## src/rtl/spi_pkg.sv

```systemverilog
// Shared constants and helpers for the SPI data-path FIFOs.
package spi_pkg;

  localparam int unsigned SPI_DATA_W     = 16;
  localparam int unsigned SPI_FIFO_DEPTH = 8;

  // Pointer width: address bits plus one wrap bit.
  function automatic int unsigned ptr_w(input int unsigned depth);
    return $clog2(depth) + 1;
  endfunction

endpackage

```

## src/rtl/spi_fifo_ram.sv

```systemverilog
// Simple dual-port storage: synchronous write, asynchronous read, no reset.
module spi_fifo_ram
  import spi_pkg::*;
#(
  parameter int unsigned DATA_W = SPI_DATA_W,
  parameter int unsigned DEPTH  = SPI_FIFO_DEPTH
) (
  input  logic                       clk,
  input  logic                       we,
  input  logic [$clog2(DEPTH)-1:0]   waddr,
  input  logic [DATA_W-1:0]          wdata,
  input  logic [$clog2(DEPTH)-1:0]   raddr,
  output logic [DATA_W-1:0]          rdata
);

  logic [DATA_W-1:0] mem [DEPTH];

  // Write port.
  always_ff @(posedge clk) begin
    if (we) mem[waddr] <= wdata;
  end

  // Show-ahead read port.
  assign rdata = mem[raddr];

endmodule

```

## src/rtl/spi_fifo_ctrl.sv

```systemverilog
// Parametrised synchronous FIFO for the SPI RX/TX paths: pointers, flags, sticky errors.
module spi_fifo_ctrl
  import spi_pkg::*;
#(
  parameter int unsigned DATA_W = SPI_DATA_W,
  parameter int unsigned DEPTH  = SPI_FIFO_DEPTH,
  parameter int unsigned AF_LVL = 6,
  parameter int unsigned AE_LVL = 1
) (
  input  logic                     clk,
  input  logic                     rst,
  input  logic                     flush,
  input  logic                     wen,
  input  logic [DATA_W-1:0]        wdata,
  input  logic                     ren,
  output logic [DATA_W-1:0]        rdata,
  output logic                     full,
  output logic                     empty,
  output logic                     almost_full,
  output logic                     almost_empty,
  output logic [$clog2(DEPTH):0]   count,
  output logic                     overflow,
  output logic                     underflow,
  input  logic                     clr_err
);

  localparam int unsigned PW = ptr_w(DEPTH);
  localparam int unsigned AW = PW - 1;

  logic [PW-1:0] wptr;
  logic [PW-1:0] rptr;
  logic [PW-1:0] wptr_n;
  logic [PW-1:0] rptr_n;
  logic [PW-1:0] count_n;
  logic          do_wr;
  logic          do_rd;
  logic          ovf_set;
  logic          udf_set;

  // Accept decisions use only registered flags; flush masks all requests.
  always_comb begin
    do_wr   = 1'b0;
    do_rd   = 1'b0;
    ovf_set = 1'b0;
    udf_set = 1'b0;
    wptr_n  = wptr;
    rptr_n  = rptr;
    if (flush) begin
      wptr_n = '0;
      rptr_n = '0;
    end else begin
      do_wr   = wen && (!full || ren);
      do_rd   = ren && !empty;
      ovf_set = wen && !do_wr;
      udf_set = ren && !do_rd;
      wptr_n  = wptr + PW'(do_wr);
      rptr_n  = rptr + PW'(do_rd);
    end
    count_n = wptr_n - rptr_n;
  end

  // Pointer, level flag and sticky error registers.
  always_ff @(posedge clk) begin
    if (rst) begin
      wptr         <= '0;
      rptr         <= '0;
      count        <= '0;
      full         <= 1'b0;
      empty        <= 1'b1;
      almost_full  <= 1'b0;
      almost_empty <= 1'b1;
      overflow     <= 1'b0;
      underflow    <= 1'b0;
    end else begin
      wptr         <= wptr_n;
      rptr         <= rptr_n;
      count        <= count_n;
      full         <= (wptr_n[AW-1:0] == rptr_n[AW-1:0]) && (wptr_n[AW] != rptr_n[AW]);
      empty        <= (wptr_n == rptr_n);
      almost_full  <= (count_n >= PW'(AF_LVL));
      almost_empty <= (count_n <= PW'(AE_LVL));
      overflow     <= (overflow  && !clr_err) || ovf_set;
      underflow    <= (underflow && !clr_err) || udf_set;
    end
  end

  spi_fifo_ram #(
    .DATA_W (DATA_W),
    .DEPTH  (DEPTH)
  ) u_ram (
    .clk   (clk),
    .we    (do_wr),
    .waddr (wptr[AW-1:0]),
    .wdata (wdata),
    .raddr (rptr[AW-1:0]),
    .rdata (rdata)
  );

endmodule

```

## config.mk

```make
export PLATFORM = sky130hd
export DESIGN_NAME = spi_fifo_ctrl
export DESIGN_NICKNAME = d
export VERILOG_FILES = /design/src/rtl/spi_pkg.sv /design/src/rtl/spi_fifo_ram.sv /design/src/rtl/spi_fifo_ctrl.sv
export SDC_FILE = /design/constraint.sdc
export NUM_CORES = 1
export LEC_CHECK = 0
export CORE_ASPECT_RATIO = 0.75
export CORE_MARGIN = 3
export CORE_UTILIZATION = 35
export CTS_CLUSTER_DIAMETER = 200
export DETAILED_ROUTE_END_ITERATION = 16
export PLACE_DENSITY_LB_ADDON = 0.3
export SLEW_MARGIN = 20
export SYNTH_ARGS = -nofsm -noshare
export SYNTH_HDL_FRONTEND = slang
export SYNTH_HIERARCHICAL = 1
export SYNTH_SLANG_ARGS = --single-unit
```

## constraint.sdc

```tcl
create_clock -name clk -period 5.5 [get_ports clk]
set_input_delay 1.1 -clock clk [delete_from_list [all_inputs] [get_ports clk]]
set_output_delay 1.1 -clock clk [all_outputs]
set_load 0.005 [all_outputs]
```

==> out/qor.yml <==
setup_ws_ns: 1.53
fin_cells: 558
synth_edf_count: 128
muxShareOfSynthArea: 0.181
synth_compound_area_frac: 0.00824
cts_tree: "built"
postRouteAntennaNets: 0
syn_area_mm2: 0.00577
p_per_area_mw_per_mm2: 350
wl_per_cell_um: 18.3
finalWirelength_um: 10200
grt_max_degree: 35
dp.final_hpwl_um: 5860
path_clk_slew_ns: 0.06
yosysSeqAreaShare: 0.728
die_height_um: 117
p_sw_frac: 0.187
fmax_mhz: 252
cp_max_fo: 33
clkSinkCount: 146
relSlewSlack: 0.302
grt_use_total: 0.122
synth_top_family_by_area: "multiplexers"
synth_warnings: 6
cts_setup_buffers: 0
via_per_inst: 4.85
fin_skew_ns: 0.00588
worst-slew-pin-transition_ns: 1.05
ir_drop_uv: 225
dieWidth_um: 154
cts_buffers: 17
setup_violations: 0
cts_max_level: 4
r2r_start: "rptr[0]"
required_ns: 4.40
yosys.area_share.simple: 0.0384
final_cell_mix: "128 x edfxtp_1, 47 x clkdlybuf4s50_1, 28 x mux4_1, 21 x nor2_1, 17 x clkbuf_16"
core_area_mm2: 0.0157
seqPwrFrac: 0.492
syn_area_per_cell_um2: 20.6
dpl.cell_count: 526
critPathKind: "reg -> out"
area_growth_pct: 23.1
min_from: "overflow"
drv_cap: 0
dr.pass1.iters: 4
grt_overflow: 0
p_comb_frac: 0.035
synth-async-reset-ratio: 0
period_needed_ns: 3.97
gp_congestion: 0.726
cts_max_path_buffers: 2
crit_start: "rptr[0]"
cts_resized: 0
synth_xor_area_frac: 0.00889
p_clk_frac: 0.473
ys_dominant_reg_cell: "edfxtp_1"
diodes: 0
clock-root-buffer: "clkbuf_16"
final_common_cell: "edfxtp_1"
drc_errors: 0
row_count: 39
setup-tns-final_ns: 0
ff2ff_setup_slack_ns: 2.64
dp_slack_ns: 1.88
regArea_mm2: 0.00421
ctsHoldBuffers: 0
first_iter_violations: 136
cellInternalPower_mw: 2.02
fin_crit_sh: 0.722
syn_inst: 280
first_global_vias: 2813
ys_types: 34
numPortBuffers: 47
cp-end-kind: "primary output"
holdWs_ns: 0.514
synth-seq-cells: 146
antenna_found_initial: 0
crit_arrival_ns: 2.87
slew_violations: 0
min_path_type: "reg -> reg"
syn_nets: 310
drive_gt1_frac: 0.187
p_leak_nw: 2.34
rsz0062_at_grt: "no"
insertion_delay_ns: 0.41
initial_core_util: 0.369
nFillCells: 1324
synth_fa_ha_area_frac: 0.0186
hold_viol_final: 0
status: "finished clean"
multi_input_area_mm2: 0.00149
vias: 2705
critPathLaunchType: "register"
die_area_mm2: 0.0181
finalNetCount: 370
switchingPower_mw: 0.466
grt_first_pass_wirelength_um: 15800
ios: 48
==> layer usage <==
metal,up-vias,GRT usage,part of all wire,routed length [um]
li1,1264,-,-,-
met1,1380,0.151,0.45,4630
met2,52,0.202,0.50,5070
met3,9,0.0401,0.041,415
met4,0,0.0512,0.011,116
met5,-,0,0,0
==> kinds of logic (layout without fill, tap and decap cells) <==
kind of cell,after synthesis,count (layout)
buffers and inverters,17,90
AND/OR/NAND/NOR,47,47
AO/OA/AOI/OAI,7,7
multiplexers,50,50
flip-flops,146,146
adder cells (fa/ha/maj),8,8
XOR/XNOR,5,5
==> registers in the layout (all words and copies together) (netlist names) <==
name and flops:
empty 1, wptr 4, rptr 4, full 1, underflow 1, overflow 1
count 4, almost_empty 1, u_ram/mem 128, almost_full 1
==> critical path: stages (launching register included) <==
cell and delay [ns]:
dfxtp_2 1.02, mux4_1 0.68, mux2_2 0.30, clkdlybuf4s50_1 0.45
==> per-stage QoR <==
step / cell area (um^2) / utilization / total power [mW]
after floorplan: 5770 / - / 1.28
after global placement: 6490 / 0.414 / 1.33
after detailed placement: 6490 / 0.414 / 1.34
after CTS: 7110 / 0.454 / 2.53
after global routing: 7110 / 0.454 / 2.58
final: 7110 / 0.454 / 2.49
==> power by group through the flow <==
stage | Clock, mW | Combinational (mW) | Sequential, mW
after floorplan | 0 | 0.0383 | 1.24
after global placement | 0 | 0.0868 | 1.25
after detailed placement | 0 | 0.0882 | 1.25
after CTS | 1.21 | 0.0890 | 1.22
after global routing | 1.26 | 0.0963 | 1.22
final | 1.18 | 0.0871 | 1.22
==> path summary, 6_finish.rpt <==
| path | endpoint | depth (start not counted) |
|---|---|---|
| setup / recovery | rdata[3] | 3 |
| hold / removal | overflow | 2 |
| setup reg to reg | almost_full | 8 |
| hold reg to reg | overflow | 2 |
==> cells in the mapped netlist (4+ instances only) <==
library cell | instances | area share
buf_1 | 4 | 0.0026
buf_6 | 4 | 0.0078
dfxtp_1 | 18 | 0.062
edfxtp_1 | 128 | 0.67
ha_1 | 7 | 0.015
inv_1 | 4 | 0.0026
mux2_2 | 16 | 0.031
mux4_1 | 28 | 0.13
mux4_2 | 4 | 0.016
nand2_1 | 6 | 0.0039
nand2b_1 | 4 | 0.0043
nor2_1 | 21 | 0.014
nor2b_1 | 5 | 0.0054
==> area by class of cell <==
| type | count | share of cell area |
|---|---|---|
| clock inverter | 15 | 0.0269 |
| sequential | 146 | 0.592 |
| multi-input combinational | 117 | 0.210 |
| tap | 205 | 0.0361 |
| timing repair buffer | 53 | 0.0725 |
| inverter | 5 | 0.00264 |
| clock buffer | 17 | 0.0598 |
Note: power is estimated with default switching activity, not from simulation.
